==> src/rtl/mmio_pkg.sv <==
// Shared register map, field positions and the read-mux helper for the MMIO
// peripheral block.
package mmio_pkg;

    localparam logic [11:0] OFF_TXDATA = 12'h000;
    localparam logic [11:0] OFF_STATUS = 12'h004;
    localparam logic [11:0] OFF_TIME   = 12'h008;
    localparam logic [11:0] OFF_CMP    = 12'h00C;
    localparam logic [11:0] OFF_IRQ    = 12'h010;

    localparam int ST_FULL    = 0;
    localparam int ST_EMPTY   = 1;
    localparam int ST_OVF     = 2;
    localparam int ST_CNT_LSB = 8;
    localparam int ST_CNT_W   = 7;

    localparam int IRQ_PEND = 0;
    localparam int IRQ_EN   = 1;

    localparam logic [31:0] CMP_RESET = 32'hFFFF_FFFF;

    typedef struct packed {
        logic        we;
        logic [11:0] off;
        logic [31:0] data;
    } wr_req_t;

    // Shared by both read ports so they can never disagree.
    function automatic logic [31:0] reg_read(
        input logic [11:0] off,
        input logic [31:0] status,
        input logic [31:0] tm,
        input logic [31:0] cmp,
        input logic [31:0] irq
    );
        logic [31:0] rd;
        rd = 32'h0;
        case (off)
            OFF_STATUS: rd = status;
            OFF_TIME:   rd = tm;
            OFF_CMP:    rd = cmp;
            OFF_IRQ:    rd = irq;
            default:    rd = 32'h0;
        endcase
        return rd;
    endfunction

endpackage

==> src/rtl/sync_fifo.sv <==
// Single-clock FIFO with a separate occupancy counter; pop is ignored while
// empty and push is accepted when full only if a pop happens the same cycle.
module sync_fifo #(
    parameter int WIDTH = 8,
    parameter int DEPTH = 8
) (
    input  logic                     clk,
    input  logic                     reset_n,
    input  logic                     push,
    input  logic [WIDTH-1:0]         din,
    input  logic                     pop,
    output logic [WIDTH-1:0]         dout,
    output logic                     full,
    output logic                     empty,
    output logic [$clog2(DEPTH):0]   count
);

    localparam int AW = $clog2(DEPTH);
    localparam int CW = AW + 1;

    logic [WIDTH-1:0] mem [DEPTH];
    logic [AW-1:0]    wr_ptr;
    logic [AW-1:0]    rd_ptr;
    logic             do_push;
    logic             do_pop;

    assign do_pop  = pop && !empty;
    assign do_push = push && (!full || do_pop);

    assign full  = (count == CW'(DEPTH));
    assign empty = (count == '0);
    assign dout  = empty ? '0 : mem[rd_ptr];

    always_ff @(posedge clk or negedge reset_n) begin
        if (!reset_n) begin
            wr_ptr <= '0;
            rd_ptr <= '0;
            count  <= '0;
        end else begin
            if (do_push) wr_ptr <= wr_ptr + 1'b1;
            if (do_pop)  rd_ptr <= rd_ptr + 1'b1;
            count <= count + CW'(do_push) - CW'(do_pop);
        end
    end

    // Storage is deliberately left unreset; dout is masked while empty.
    always_ff @(posedge clk) begin
        if (do_push) mem[wr_ptr] <= din;
    end

endmodule

==> src/rtl/mmio_periph.sv <==
// 4 KB MMIO peripheral: console TX FIFO, free-running timer with compare
// interrupt, two combinational read ports and one write port.
module mmio_periph
    import mmio_pkg::*;
#(
    parameter logic [31:0] MMIO_BASE = 32'h8000_0000,
    parameter int          TXDEPTH   = 8
) (
    input  logic        clk,
    input  logic        reset_n,
    input  logic [31:0] busra1,
    output logic [31:0] busrd1,
    output logic        hit1,
    input  logic [31:0] busra2,
    output logic [31:0] busrd2,
    output logic        hit2,
    input  logic [31:0] buswa3,
    input  logic [31:0] buswd3,
    input  logic        buswe3,
    output logic [7:0]  tx_data,
    output logic        tx_valid,
    input  logic        tx_ready,
    output logic        timer_irq
);

    localparam int CW = $clog2(TXDEPTH) + 1;

    wr_req_t       wr;
    logic          hit3;
    logic          wr_txdata;
    logic          wr_status;
    logic          wr_time;
    logic          wr_cmp;
    logic          wr_irq;
    logic          tx_pop;

    logic [CW-1:0] fifo_count;
    logic          fifo_full;
    logic          fifo_empty;
    logic          ovf_q;

    logic [31:0]   tm_q;
    logic [31:0]   cmp_q;
    logic          pend_q;
    logic          en_q;

    logic [31:0]   status_word;
    logic [31:0]   irq_word;

    // Byte-lane bits of every address are don't-care.
    logic          unused_addr_lsbs;
    assign unused_addr_lsbs = ^{busra1[1:0], busra2[1:0], buswa3[1:0]};

    assign hit1 = (busra1[31:12] == MMIO_BASE[31:12]);
    assign hit2 = (busra2[31:12] == MMIO_BASE[31:12]);
    assign hit3 = (buswa3[31:12] == MMIO_BASE[31:12]);

    assign wr.we   = buswe3 && hit3;
    assign wr.off  = {buswa3[11:2], 2'b00};
    assign wr.data = buswd3;

    assign wr_txdata = wr.we && (wr.off == OFF_TXDATA);
    assign wr_status = wr.we && (wr.off == OFF_STATUS);
    assign wr_time   = wr.we && (wr.off == OFF_TIME);
    assign wr_cmp    = wr.we && (wr.off == OFF_CMP);
    assign wr_irq    = wr.we && (wr.off == OFF_IRQ);

    assign tx_valid = !fifo_empty;
    assign tx_pop   = tx_valid && tx_ready;

    sync_fifo #(
        .WIDTH (8),
        .DEPTH (TXDEPTH)
    ) u_txfifo (
        .clk     (clk),
        .reset_n (reset_n),
        .push    (wr_txdata),
        .din     (wr.data[7:0]),
        .pop     (tx_pop),
        .dout    (tx_data),
        .full    (fifo_full),
        .empty   (fifo_empty),
        .count   (fifo_count)
    );

    always_comb begin
        status_word = 32'h0;
        status_word[ST_FULL]  = fifo_full;
        status_word[ST_EMPTY] = fifo_empty;
        status_word[ST_OVF]   = ovf_q;
        status_word[ST_CNT_LSB +: ST_CNT_W] = ST_CNT_W'(fifo_count);
    end

    always_comb begin
        irq_word = 32'h0;
        irq_word[IRQ_PEND] = pend_q;
        irq_word[IRQ_EN]   = en_q;
    end

    assign busrd1 = hit1 ? reg_read({busra1[11:2], 2'b00}, status_word, tm_q, cmp_q, irq_word) : 32'h0;
    assign busrd2 = hit2 ? reg_read({busra2[11:2], 2'b00}, status_word, tm_q, cmp_q, irq_word) : 32'h0;

    // A push that the FIFO cannot absorb is dropped and remembered here.
    always_ff @(posedge clk or negedge reset_n) begin
        if (!reset_n) begin
            ovf_q <= 1'b0;
        end else if (wr_txdata && fifo_full && !tx_pop) begin
            ovf_q <= 1'b1;
        end else if (wr_status) begin
            ovf_q <= 1'b0;
        end
    end

    // Match uses the pre-increment TIME, and a match beats a W1C clear.
    always_ff @(posedge clk or negedge reset_n) begin
        if (!reset_n) begin
            tm_q      <= 32'h0;
            cmp_q     <= CMP_RESET;
            pend_q    <= 1'b0;
            en_q      <= 1'b0;
            timer_irq <= 1'b0;
        end else begin
            tm_q <= wr_time ? wr.data : tm_q + 32'd1;
            if (wr_cmp) cmp_q <= wr.data;
            if (wr_irq) en_q  <= wr.data[IRQ_EN];
            if (tm_q == cmp_q) begin
                pend_q <= 1'b1;
            end else if (wr_irq && wr.data[IRQ_PEND]) begin
                pend_q <= 1'b0;
            end
            timer_irq <= pend_q && en_q;
        end
    end

endmodule
==> config.mk <==
export PLATFORM = sky130hd
export DESIGN_NAME = mmio_periph
export DESIGN_NICKNAME = d
export VERILOG_FILES = /design/src/rtl/mmio_pkg.sv /design/src/rtl/sync_fifo.sv /design/src/rtl/mmio_periph.sv
export SDC_FILE = /design/constraint.sdc
export NUM_CORES = 1
export LEC_CHECK = 0
export BUFFER_PORTS_ARGS = -buffer_cell sky130_fd_sc_hd__clkbuf_2
export CAP_MARGIN = 20
export CORE_UTILIZATION = 50
export CTS_CLUSTER_SIZE = 40
export DETAILED_ROUTE_END_ITERATION = 12
export GPL_TIMING_DRIVEN = 1
export PLACE_DENSITY_LB_ADDON = 0.15
export SLEW_MARGIN = 10
export SYNTH_ARGS = -nofsm -noshare
export SYNTH_HDL_FRONTEND = slang
export SYNTH_SLANG_ARGS = --single-unit
export TNS_END_PERCENT = 50
==> constraint.sdc <==
create_clock -name clk -period 2.95 [get_ports clk]
set_clock_uncertainty 0.05 [all_clocks]
set_input_delay 0.1475 -clock clk [delete_from_list [all_inputs] [get_ports clk]]
set_output_delay 0.1475 -clock clk [all_outputs]
set_load 0.005 [all_outputs]
==> qor.json, run 1 <==
{
  "place": {
    "gp_congestion": 0.9065,
    "place_hpwl_microns": 15430,
    "port_buffers": 201
  },
  "route": {
    "via_per_inst": 5.604,
    "drtPass1Iterations": 5,
    "drt-initial-drc-count": 461,
    "detailroute.via_count": 6546,
    "drt-total-wl_microns": 21900,
    "detail_route.wl_per_cell_microns": 18.75,
    "route.detailed.drc": 0,
    "route.antenna.remaining_nets": 0
  },
  "worst_setup_path": {
    "r2r_start": "u_txfifo.count[2]",
    "crit_path_max_incr_delay_ps": 470,
    "path_class": "reg -> reg",
    "cells_along_the_critical_path": "inv_1 -> ha_1 -> and3_1 -> inv_1 -> a21boi_1 -> nor4_4 -> nand2b_1 -> nor3_1 -> buf_4",
    "critical-path-slowest-cell": "sky130_fd_sc_hd__nor4_4",
    "required_ps": 3030,
    "reg2reg_slack_ps": 370,
    "worst_path_dominant_cell_family": "simple AND/OR/NAND/NOR gates",
    "rr_endpoint": "u_txfifo.mem[0][5]",
    "worst_setup_path_end_kind": "flop",
    "critical_path_arrival_ps": 2660,
    "cp_num_buf_inv": 3,
    "crit_fanout": 8,
    "r2r.worst_path.cells": 9,
    "critical_path.most_common_cell": "sky130_fd_sc_hd__inv_1",
    "worst_setup_path_start_kind": "flop"
  },
  "timing": {
    "report.final.hold_viol_count": 0,
    "max_freq_mhz": 387.5,
    "setup_viol": 0,
    "final.min_clock_period_ps": 2581,
    "setup_total_negative_slack_ps": 0,
    "maxSlewViolCount": 0,
    "layout_worst_path_cycle_share": 0.8748,
    "grt_setup_unrepaired": "no",
    "slew-limit-headroom": 0.4870,
    "worst_slew_pin_slew_ps": 769.5
  },
  "cts": {
    "htree_levels": 4,
    "post_cts_resized": 0,
    "cts_sinks": 142,
    "cts-root-buf": "sky130_fd_sc_hd__clkbuf_16",
    "clock_buffers_created_by_tritoncts": 17,
    "cts-root-to-sink-buffers": 2,
    "clk_pin_slew_worst_paths_ps": 60,
    "tritoncts": "done",
    "worstSkewPairLatency_ps": 420
  },
  "final_layout": {
    "number_of_fillers_in_the_final_layout": 1280,
    "nets": 1081,
    "flow.area_growth_from_synthesis_pct": 26.13,
    "mostFrequentLayoutCell": "sky130_fd_sc_hd__clkbuf_2",
    "drive_gt1_frac": 0.4065,
    "diodes": 0,
    "layout.cells.most_common_list": "sky130_fd_sc_hd__clkbuf_2, sky130_fd_sc_hd__nor2_1, sky130_fd_sc_hd__edfxtp_1"
  },
  "floorplan": {
    "floorplan.die_area_sq_um": 16680,
    "rows": 46,
    "floorplan.core_area_sq_um": 15830,
    "die_x_microns": 129.1,
    "die_height_microns": 129.1,
    "num_io_pins": 208,
    "floorplan.initialDensity": 0.5107
  },
  "synth": {
    "number_of_instances_in_the_synthesized_netlist": 720,
    "synth.cell_area_sq_um": 8083,
    "ys_seq_elements": 142,
    "syn_avg_cell_area_sq_um": 11.23,
    "ys.warnings.count": 0,
    "yosys.area_share.xor_xnor": 0.07585,
    "synth_adder_area_share": 0.01641,
    "async_flop_share": 0.5493,
    "synthSimpleGateAreaFrac": 0.1693,
    "post_synthesis_compound_gate_area_fraction": 0.1003,
    "synth-edff-count": 64,
    "synth_top_family_by_area": "simple AND/OR/NAND/NOR gates",
    "muxShareOfSynthArea": 0.1136,
    "postSynthNetCount": 862,
    "synth_top_flop_cell": "sky130_fd_sc_hd__edfxtp_1",
    "synth_seq_area_share": 0.4842,
    "unique_cell_type_count_in_the_yosys_netlist": 52
  },
  "grt": {
    "vias_in_the_first_global_route": 6703,
    "grt_antenna_before_repair": 0,
    "first_pass_grt_wire_length_microns": 35040,
    "globalRoute.totalOverflow": 0,
    "grt_start_max_net_pins": 79,
    "track_usage": 0.2776
  },
  "pwr": {
    "powerDensity_nw_per_um2": 539.1,
    "power_mw": 5.496,
    "power_leakage_nw": 3.942,
    "irDropWorstVdd_v": 0.0004299
  },
  "hold_path": {
    "hold_path_class": "in -> reg",
    "min-delay-start": "buswd3[6]",
    "worstHoldEndpoint": "u_txfifo.mem[1][6]",
    "whs_path_depth": 1
  },
  "flow_run": {
    "drv_cap": 0
  },
  "run_status": {
    "outcome": "finished, final reports clean"
  }
}
## power by group
group	leakage (nW)	internal [mW]	switching [mW]
clock network	0.300	1.46	0.807
registers	1.47	2.13	0.123
logic	2.17	0.543	0.432
total	3.94	4.13	1.36
## cell families after synthesis
logic type | after synthesis
buf+inv | 63
flops | 142
mux | 67
compound gates | 106
fa+ha+maj | 10
xor+xnor | 70
simple gates | 262
## routing by layer
metal	share of wire	track usage	vias to the layer above
met3	0.052	0.05574	41
li1	-	-	3073
met2	0.51	0.4763	240
met5	0	0	-
met4	0.031	0.1315	0
met1	0.40	0.3360	3192
## per-stage QoR
| stage | utilization | cells | worst slack (ps) | hold slack [ps] | instance area (sq um) |
|---|---|---|---|---|---|
| floorplan | - | 720 | 219.5 | -198.1 | 8083 |
| global placement | 0.5845 | 1106 | 450.6 | 321.1 | 9251 |
| global route | 0.6441 | 1168 | 159.3 | 27.78 | 10190 |
| detailed placement | 0.5845 | 1106 | 342.5 | 331.8 | 9251 |
| CTS | 0.6424 | 1167 | 313.8 | 2.821 | 10170 |
| finish | 0.6441 | 1168 | 369.3 | 8.401 | 10190 |
## final cells by class
type | instances | area (sq um) | share of cell area
Timing Repair Buffer | 251 | 1489 | 0.1460
Multi-Input combinational cell | 515 | 3851 | 0.3778
Clock inverter | 9 | 157.7 | 0.01546
Inverter | 12 | 45.04 | 0.004418
Sequential cell | 142 | 3914 | 0.3839
Tap cell | 216 | 270.3 | 0.02651
Clock buffer | 23 | 467.9 | 0.04590
## state kept, by name, indices dropped and copies added (netlist names)
name and cells:
u_txfifo.wr_ptr 3, tm_q 32, timer_irq 1, pend_q 1
u_txfifo.mem 64, u_txfifo.count 4, en_q 1, u_txfifo.rd_ptr 3
cmp_q 32, ovf_q 1
## timing repair
action | in CTS | in global routing
hold buffers | 29 | 0
endpoints found under the hold margin | 115 | 0
setup buffers | 0 | 0
## cells in the mapped netlist (all sizes together), types with 13 or more instances
| cell | number | area, sq um |
|---|---|---|
| mux2i | 13 | 130.1 |
| a22oi | 54 | 505.5 |
| xnor2 | 54 | 473.0 |
| dfrtp | 46 | 1151 |
| clkbuf | 23 | 90.09 |
| a21oi | 30 | 150.1 |
| dfstp | 32 | 840.8 |
| xor2 | 16 | 140.1 |
| nor3 | 14 | 70.07 |
| nand4 | 18 | 118.9 |
| buf | 28 | 190.2 |
| mux2 | 38 | 427.9 |
| nand2 | 36 | 135.1 |
| nor2 | 120 | 519.3 |
| nand3 | 15 | 75.07 |
| edfxtp | 64 | 1922 |
| nor4 | 23 | 180.2 |
| mux4 | 16 | 360.4 |
## worst register-to-register path, cell delays in order (launching register included)
cell,delay [ps]
sky130_fd_sc_hd__dfrtp_1,390
sky130_fd_sc_hd__inv_1,100
sky130_fd_sc_hd__ha_1,200
sky130_fd_sc_hd__and3_1,190
sky130_fd_sc_hd__inv_1,100
sky130_fd_sc_hd__a21boi_1,140
sky130_fd_sc_hd__nor4_4,470
sky130_fd_sc_hd__nand2b_1,200
sky130_fd_sc_hd__nor3_1,210
sky130_fd_sc_hd__buf_4,230
## worst max-delay path by stage
| stage | slack (ps) | start | to | depth (start not counted) |
|---|---|---|---|---|
| after CTS | 310 | u_txfifo.count[2] | u_txfifo.mem[0][5] | 9 |
| after floorplan | 220 | u_txfifo.count[2] | u_txfifo.mem[1][0] | 9 |
| after detailed placement | 340 | u_txfifo.count[2] | u_txfifo.mem[0][7] | 9 |
| final | 370 | u_txfifo.count[2] | u_txfifo.mem[0][5] | 9 |
| after global routing | 160 | u_txfifo.count[2] | u_txfifo.mem[0][5] | 9 |
| after global placement | 450 | u_txfifo.count[2] | u_txfifo.count[2] | 10 |
(Power assumes the default switching activity.)
==> run 2: changes to the inputs <==
Settings changed: CORE_ASPECT_RATIO from default to 1.2.
==> qor.json, run 2 (synthesis gave the netlist of run 1 again) <==
{
  "run_status": {
    "outcome": "finished, final reports clean"
  },
  "cts": {
    "htree_levels": {"value": 4, "change": "unchanged"},
    "clock_buffers_created_by_tritoncts": {"value": 17, "change": "unchanged"},
    "cts-root-to-sink-buffers": {"value": 2, "change": "unchanged"},
    "clk_pin_slew_worst_paths": {"value": 60, "unit": "ps", "change": "about the same"},
    "post-cts-setup-buffers": {"value": 0, "change": "unchanged"},
    "post_cts_resized": {"value": 0, "change": "unchanged"},
    "tritoncts": "done",
    "cts-root-buf": "sky130_fd_sc_hd__clkbuf_16",
    "cts_sinks": {"value": 142, "change": "unchanged"},
    "worstSkewPairLatency": {"value": 420, "unit": "ps", "change": "about the same"},
    "cts_hold_buf": {"value": 27, "change": "-6.9%"}
  },
  "place": {
    "pre_cts_ws": {"value": 448.3, "unit": "ps", "change": "+105.8 ps"},
    "port_buffers": {"value": 201, "change": "unchanged"},
    "place_hpwl": {"value": 15750, "unit": "microns", "change": "+2.1%"},
    "dpl-instance-area": {"value": 9261, "unit": "sq um", "change": "+0.11%"},
    "gp_congestion": {"value": 0.9370, "change": "+3.4%"}
  },
  "final_layout": {
    "number_of_fillers_in_the_final_layout": {"value": 1259, "change": "-1.6%"},
    "largest_register_ff_count": {"value": 64, "change": "unchanged"},
    "diodes": {"value": 0, "change": "unchanged"},
    "final_cell_area": {"value": 10130, "unit": "sq um", "change": "-0.61%"},
    "flow.area_growth_from_synthesis_pct": 25.36,
    "largest_registers": "u_txfifo.mem x64, cmp_q x32, tm_q x32",
    "nets": {"value": 1080, "change": "-0.093%"},
    "layout.cells.most_common_list": "sky130_fd_sc_hd__clkbuf_2, sky130_fd_sc_hd__nor2_1, sky130_fd_sc_hd__edfxtp_1",
    "regMostFlops": "u_txfifo.mem",
    "mostFrequentLayoutCell": "sky130_fd_sc_hd__clkbuf_2",
    "drive_gt1_frac": {"value": 0.4122, "change": "+0.005685"}
  },
  "worst_setup_path": {
    "worst_setup_path_end_kind": "flop",
    "crit_path_max_incr_delay": {"value": 430, "unit": "ps", "change": "-40 ps"},
    "required": {"value": 3210, "unit": "ps", "change": "+180 ps"},
    "cp_num_buf_inv": {"value": 3, "change": "unchanged"},
    "worst_path_dominant_cell_family": "adder cells",
    "cells_along_the_critical_path": "inv_1 -> ha_1 -> and3_1 -> inv_1 -> a21boi_1 -> nor4_4 -> ha_1 -> inv_1 -> fa_1 -> xnor2_1",
    "critical-path-slowest-cell": "sky130_fd_sc_hd__nor4_4",
    "r2r_start": "u_txfifo.count[2]",
    "r2r.worst_path.cells": {"value": 10, "change": "+1"},
    "crit_fanout": {"value": 6, "change": "-2"},
    "setup.worst_path.start": "u_txfifo.count[2]",
    "worst_setup_path_start_kind": "flop",
    "critical_path_arrival": {"value": 2790, "unit": "ps", "change": "+130 ps"},
    "path_class": "reg -> reg",
    "reg2reg_slack": {"value": 420, "unit": "ps", "change": "+50 ps"},
    "rr_endpoint": "u_txfifo.count[2]",
    "critical_path.most_common_cell": "sky130_fd_sc_hd__inv_1",
    "cp_num_cells": {"value": 10, "change": "+1"},
    "worstSetupEndpoint": "u_txfifo.count[2]"
  },
  "timing": {
    "final.min_clock_period": {"value": 2535, "unit": "ps", "change": "-45.93 ps"},
    "layout_worst_path_cycle_share": {"value": 0.8592, "change": "-0.01557"},
    "maxSlewViolCount": {"value": 0, "change": "unchanged"},
    "setup_total_negative_slack": {"value": 0, "unit": "ps", "change": "unchanged"},
    "max_freq": {"value": 394.5, "unit": "MHz", "change": "+1.8%"},
    "setup_viol": {"value": 0, "change": "unchanged"},
    "worst_slew_pin_slew": {"value": 744.8, "unit": "ps", "change": "-24.66 ps"},
    "grt_setup_unrepaired": "no",
    "fin_ws": {"value": 415.3, "unit": "ps", "change": "+45.93 ps"},
    "report.final.hold_viol_count": {"value": 0, "change": "unchanged"},
    "slew-limit-headroom": {"value": 0.5035, "change": "+0.01644"}
  },
  "floorplan": {
    "floorplan.die_area": {"value": 16680, "unit": "sq um", "change": "about the same"},
    "floorplan.initialDensity": {"value": 0.5147, "change": "+0.004069"},
    "rows": {"value": 50, "change": "+8.7%"},
    "num_io_pins": {"value": 208, "change": "unchanged"},
    "floorplan.core_area": {"value": 15700, "unit": "sq um", "change": "-0.79%"},
    "die_x": {"value": 118.1, "unit": "microns", "change": "-8.6%"},
    "die_height": {"value": 141.3, "unit": "microns", "change": "+9.4%"}
  },
  "route": {
    "drt-initial-drc-count": {"value": 525, "change": "+14%"},
    "drt-total-wl": {"value": 22010, "unit": "microns", "change": "+0.49%"},
    "route.antenna.remaining_nets": {"value": 0, "change": "unchanged"},
    "detailroute.via_count": {"value": 6569, "change": "+0.35%"},
    "via_per_inst": {"value": 5.668, "change": "+1.1%"},
    "drtPass1Iterations": {"value": 5, "change": "unchanged"},
    "detail_route.wl_per_cell": {"value": 18.99, "unit": "microns", "change": "+1.3%"},
    "route.detailed.drc": {"value": 0, "change": "unchanged"}
  },
  "grt": {
    "vias_in_the_first_global_route": {"value": 6815, "change": "+1.7%"},
    "grt_antenna_before_repair": {"value": 0, "change": "unchanged"},
    "globalRoute.totalOverflow": {"value": 0, "change": "unchanged"},
    "first_pass_grt_wire_length": {"value": 35570, "unit": "microns", "change": "+1.5%"},
    "track_usage": {"value": 0.2768, "change": "-0.0008439"},
    "grt_start_max_net_pins": {"value": 79, "change": "unchanged"}
  },
  "pwr": {
    "clkPwrFrac": {"value": 0.393, "change": "-0.020"},
    "p_int": {"value": 3.866, "unit": "mW", "change": "-6.5%"},
    "irDropWorstVdd": {"value": 0.0003287, "unit": "V", "change": "-24%"},
    "power.share.sequential": {"value": 0.425, "change": "+0.016"},
    "powerDensity": {"value": 521.9, "unit": "nW/um^2", "change": "-3.2%"},
    "power.switching": {"value": 1.421, "unit": "mW", "change": "+4.4%"},
    "power_leakage": {"value": 3.915, "unit": "nW", "change": "-0.68%"},
    "share_comb_of_total_power": {"value": 0.182, "change": "+0.005"},
    "power.share.switching": {"value": 0.2688, "change": "+0.02095"}
  },
  "hold_path": {
    "hold_path_class": "in -> reg"
  },
  "flow_run": {
    "drv_cap": {"value": 0, "change": "unchanged"}
  }
}
run 2: cell type report:
class	count	area, sq um	share of cell area
Inverter	12	45.04	0.004446
Multi-Input combinational cell	515	3851	0.3801
Tap cell	208	260.3	0.02569
Clock inverter	13	130.1	0.01284
Sequential cell	142	3914	0.3863
Timing Repair Buffer	250	1489	0.1470
Clock buffer	19	442.9	0.04371
run 2: worst min path at each step:
| stage | endpoint | start | slack (ps) | cells after the start |
|---|---|---|---|---|
| 2_1_floorplan | en_q | reset_n | -200 | 0 |
| 3_3_place_gp | tm_q[17] | reset_n | 320 | 1 |
| 3_5_place_dp | tm_q[16] | reset_n | 330 | 1 |
| 4_1_cts | u_txfifo.mem[3][4] | buswd3[4] | 4 | 1 |
| 5_1_grt | u_txfifo.mem[1][6] | buswd3[6] | 10 | 1 |
| 6_report | u_txfifo.mem[5][6] | buswd3[6] | 8 | 1 |
run 2: layer usage:
layer	wire, microns	track usage	part of all wire
met1	8594	0.3307	0.39
met3	1109	0.04381	0.050
met5	0	0	0
met4	750	0.1235	0.034
met2	11560	0.4929	0.52
run 2: power groups by stage:
stage | clock, mW | combinational [mW] | sequential [mW]
after floorplan | 0 | 0.673 | 2.20
after global placement | 0 | 0.906 | 2.28
after detailed placement | 0 | 0.941 | 2.29
after CTS | 2.11 | 0.976 | 2.25
after global routing | 2.19 | 1.07 | 2.26
final | 2.08 | 0.963 | 2.25
run 2: through the flow:
step	cells	util	hold WS, ps	total power, mW
4_1_cts	1158	0.6435	3.746	5.331
3_3_place_gp	1099	0.5898	320.7	3.189
5_1_grt	1159	0.6453	13.35	5.525
2_1_floorplan	720	-	-198.1	2.871
3_5_place_dp	1099	0.5898	329.3	3.229
6_report	1159	0.6453	8.355	5.288
==> run 3: changes to the inputs <==
Settings changed: CORE_MARGIN from default to 5.
==> qor.json, run 3 (synthesis gave the netlist of run 1 again) <==
{
  "run_status": {
    "outcome": "finished, final reports clean"
  },
  "pwr": {
    "clkPwrFrac": {"value": 0.402, "change": "+0.009"},
    "share_comb_of_total_power": {"value": 0.181, "change": "about the same"},
    "p_int": {"value": 3.945, "unit": "mW", "change": "+2.0%"},
    "power": {"value": 5.390, "unit": "mW", "change": "+1.9%"},
    "power_leakage": {"value": 3.935, "unit": "nW", "change": "+0.52%"},
    "power.share.sequential": {"value": 0.417, "change": "-0.008"},
    "power.switching": {"value": 1.444, "unit": "mW", "change": "+1.6%"},
    "irDropWorstVdd": {"value": 0.0004141, "unit": "V", "change": "+26%"},
    "power.share.switching": {"value": 0.2680, "change": "-0.0008376"},
    "powerDensity": {"value": 530.0, "unit": "nW/um^2", "change": "+1.6%"}
  },
  "final_layout": {
    "largest_register_ff_count": {"value": 64, "change": "unchanged"},
    "mostFrequentLayoutCell": "sky130_fd_sc_hd__clkbuf_2",
    "postLayoutCoreUtil": {"value": 0.6324, "change": "-0.01283"},
    "finalNonFillerCells": {"value": 1163, "change": "+0.35%"},
    "nets": {"value": 1080, "change": "unchanged"},
    "final_cell_area": {"value": 10170, "unit": "sq um", "change": "+0.37%"},
    "flow.area_growth_from_synthesis_pct": 25.82,
    "largest_registers": "u_txfifo.mem x64, cmp_q x32, tm_q x32",
    "regMostFlops": "u_txfifo.mem",
    "diodes": {"value": 0, "change": "unchanged"},
    "drive_gt1_frac": {"value": 0.4111, "change": "-0.001052"},
    "layout.cells.most_common_list": "sky130_fd_sc_hd__clkbuf_2, sky130_fd_sc_hd__nor2_1, sky130_fd_sc_hd__edfxtp_1"
  },
  "worst_setup_path": {
    "r2r.worst_path.cells": {"value": 10, "change": "unchanged"},
    "critical_path.most_common_cell": "sky130_fd_sc_hd__inv_1",
    "crit_fanout": {"value": 6, "change": "unchanged"},
    "worst_setup_path_start_kind": "flop",
    "required": {"value": 3210, "unit": "ps", "change": "about the same"},
    "critical_path_arrival": {"value": 2840, "unit": "ps", "change": "+50 ps"},
    "worst_setup_path_end_kind": "flop",
    "crit_path_max_incr_delay": {"value": 470, "unit": "ps", "change": "+40 ps"},
    "path_class": "reg -> reg",
    "critical-path-slowest-cell": "sky130_fd_sc_hd__nor4_4",
    "cells_along_the_critical_path": "inv_1 -> ha_1 -> and3_1 -> inv_1 -> a21boi_1 -> nor4_4 -> ha_1 -> inv_1 -> fa_1 -> xnor2_1"
  },
  "cts": {
    "cts_sinks": {"value": 142, "change": "unchanged"},
    "htree_levels": {"value": 4, "change": "unchanged"},
    "clk_pin_slew_worst_paths": {"value": 60, "unit": "ps", "change": "about the same"},
    "cts_hold_buf": {"value": 29, "change": "+7.4%"},
    "post-cts-setup-buffers": {"value": 0, "change": "unchanged"},
    "post_cts_resized": {"value": 0, "change": "unchanged"},
    "cts-root-to-sink-buffers": {"value": 2, "change": "unchanged"},
    "worstSkewPairLatency": {"value": 420, "unit": "ps", "change": "about the same"},
    "tritoncts": "done",
    "cts-root-buf": "sky130_fd_sc_hd__clkbuf_16",
    "clock_buffers_created_by_tritoncts": {"value": 17, "change": "unchanged"}
  },
  "route": {
    "drt-initial-drc-count": {"value": 407, "change": "-22%"},
    "drt-total-wl": {"value": 22720, "unit": "microns", "change": "+3.2%"},
    "detailroute.via_count": {"value": 6547, "change": "-0.33%"},
    "drtPass1Iterations": {"value": 5, "change": "unchanged"},
    "route.detailed.drc": {"value": 0, "change": "unchanged"},
    "via_per_inst": {"value": 5.629, "change": "-0.68%"},
    "detail_route.wl_per_cell": {"value": 19.54, "unit": "microns", "change": "+2.9%"},
    "route.antenna.remaining_nets": {"value": 0, "change": "unchanged"}
  },
  "timing": {
    "final.min_clock_period": {"value": 2586, "unit": "ps", "change": "+50.92 ps"},
    "layout_worst_path_cycle_share": {"value": 0.8765, "change": "+0.01726"},
    "grt_setup_unrepaired": "no",
    "fin_ws": {"value": 364.4, "unit": "ps", "change": "-50.92 ps"},
    "worst_hold_slack_after_final_layout": {"value": 15.79, "unit": "ps", "change": "+7.430 ps"},
    "report.final.hold_viol_count": {"value": 0, "change": "unchanged"},
    "max_freq": {"value": 386.8, "unit": "MHz", "change": "-2.0%"},
    "setup_total_negative_slack": {"value": 0, "unit": "ps", "change": "unchanged"},
    "maxSlewViolCount": {"value": 0, "change": "unchanged"},
    "worst_slew_pin_slew": {"value": 760.7, "unit": "ps", "change": "+15.89 ps"},
    "slew-limit-headroom": {"value": 0.4929, "change": "-0.01059"},
    "setup_viol": {"value": 0, "change": "unchanged"}
  },
  "hold_path": {
    "hold_path_class": "in -> reg",
    "whs_path_depth": {"value": 1, "change": "unchanged"}
  },
  "place": {
    "gp_congestion": {"value": 0.9331, "change": "-0.42%"},
    "port_buffers": {"value": 201, "change": "unchanged"},
    "dpl-instance-area": {"value": 9251, "unit": "sq um", "change": "-0.11%"},
    "pre_cts_ws": {"value": 396.2, "unit": "ps", "change": "-52.05 ps"},
    "place_hpwl": {"value": 16720, "unit": "microns", "change": "+6.1%"},
    "numPlacedInstances": {"value": 1101, "change": "+0.18%"}
  },
  "floorplan": {
    "rows": {"value": 51, "change": "+2.0%"},
    "die_height": {"value": 149.3, "unit": "microns", "change": "+5.7%"},
    "num_io_pins": {"value": 208, "change": "unchanged"},
    "floorplan.die_area": {"value": 18820, "unit": "sq um", "change": "+13%"},
    "die_x": {"value": 126.1, "unit": "microns", "change": "+6.8%"},
    "floorplan.core_area": {"value": 16080, "unit": "sq um", "change": "+2.4%"},
    "floorplan.initialDensity": {"value": 0.5026, "change": "-0.01210"}
  },
  "grt": {
    "track_usage": {"value": 0.2445, "change": "-0.03232"},
    "vias_in_the_first_global_route": {"value": 6792, "change": "-0.34%"},
    "grt_antenna_before_repair": {"value": 0, "change": "unchanged"},
    "grt_start_max_net_pins": {"value": 79, "change": "unchanged"},
    "globalRoute.totalOverflow": {"value": 0, "change": "unchanged"},
    "first_pass_grt_wire_length": {"value": 36310, "unit": "microns", "change": "+2.1%"}
  },
  "flow_run": {
    "drv_cap": {"value": 0, "change": "unchanged"}
  }
}
==> run 3: changes by cell type in the layout (fill, tap and decap cells not counted), sizes merged, moves of 2 or more <==
| cell | previous run | this run |
|---|---|---|
| buf | 23 | 21 |
| clkbuf | 219 | 217 |
| clkinvlp | 3 | 1 |
| dlygate4sd3 | 27 | 29 |
| inv | 18 | 20 |
==> run 3: area by class of cell <==
cell class	count	area (sq um)
Clock buffer	17	425.4
Clock inverter	15	175.2
Fill cell	1329	5911
Inverter	12	45.04
Multi-Input combinational cell	515	3851
Sequential cell	142	3914
Tap cell	212	265.3
Timing Repair Buffer	250	1494
==> run 3: power groups by stage <==
| stage | Clock (mW) | Sequential [mW] | Combinational (mW) |
|---|---|---|---|
| 6_report | 2.17 | 2.25 | 0.977 |
| 5_1_grt | 2.29 | 2.26 | 1.09 |
| 4_1_cts | 2.20 | 2.25 | 0.992 |
| 3_5_place_dp | 0 | 2.29 | 0.957 |
| 3_3_place_gp | 0 | 2.28 | 0.922 |
| 2_1_floorplan | 0 | 2.20 | 0.673 |
==> run 3: metal layers <==
| layer | wire length (microns) | GRT usage | vias to the layer above |
|---|---|---|---|
| met5 | 0 | 0 | - |
| met4 | 704 | 0.1041 | 0 |
| met3 | 982 | 0.03331 | 49 |
| met2 | 11850 | 0.4276 | 206 |
| met1 | 9178 | 0.3042 | 3211 |
| li1 | - | - | 3081 |
==> run 3: final timing paths <==
kind	startpoint	end	slack [ps]
setup reg to reg	u_txfifo.count[2]	u_txfifo.count[2]	360
hold reg to reg	u_txfifo.wr_ptr[0]	u_txfifo.wr_ptr[0]	480
max in group asynchronous	reset_n	cmp_q[22]	2130
min in group asynchronous	reset_n	tm_q[19]	80
hold / removal	buswd3[3]	u_txfifo.mem[3][3]	20
setup / recovery	u_txfifo.count[2]	u_txfifo.count[2]	360
==> run 3: worst max-delay path, delay by kind of cell (launching register included) <==
family          cells  cell delay, ps
fa+ha+maj           3             840
simple gates        2             660
flops               1             370
buf+inv             3             280
compound gates      1             140
xor+xnor            1             140
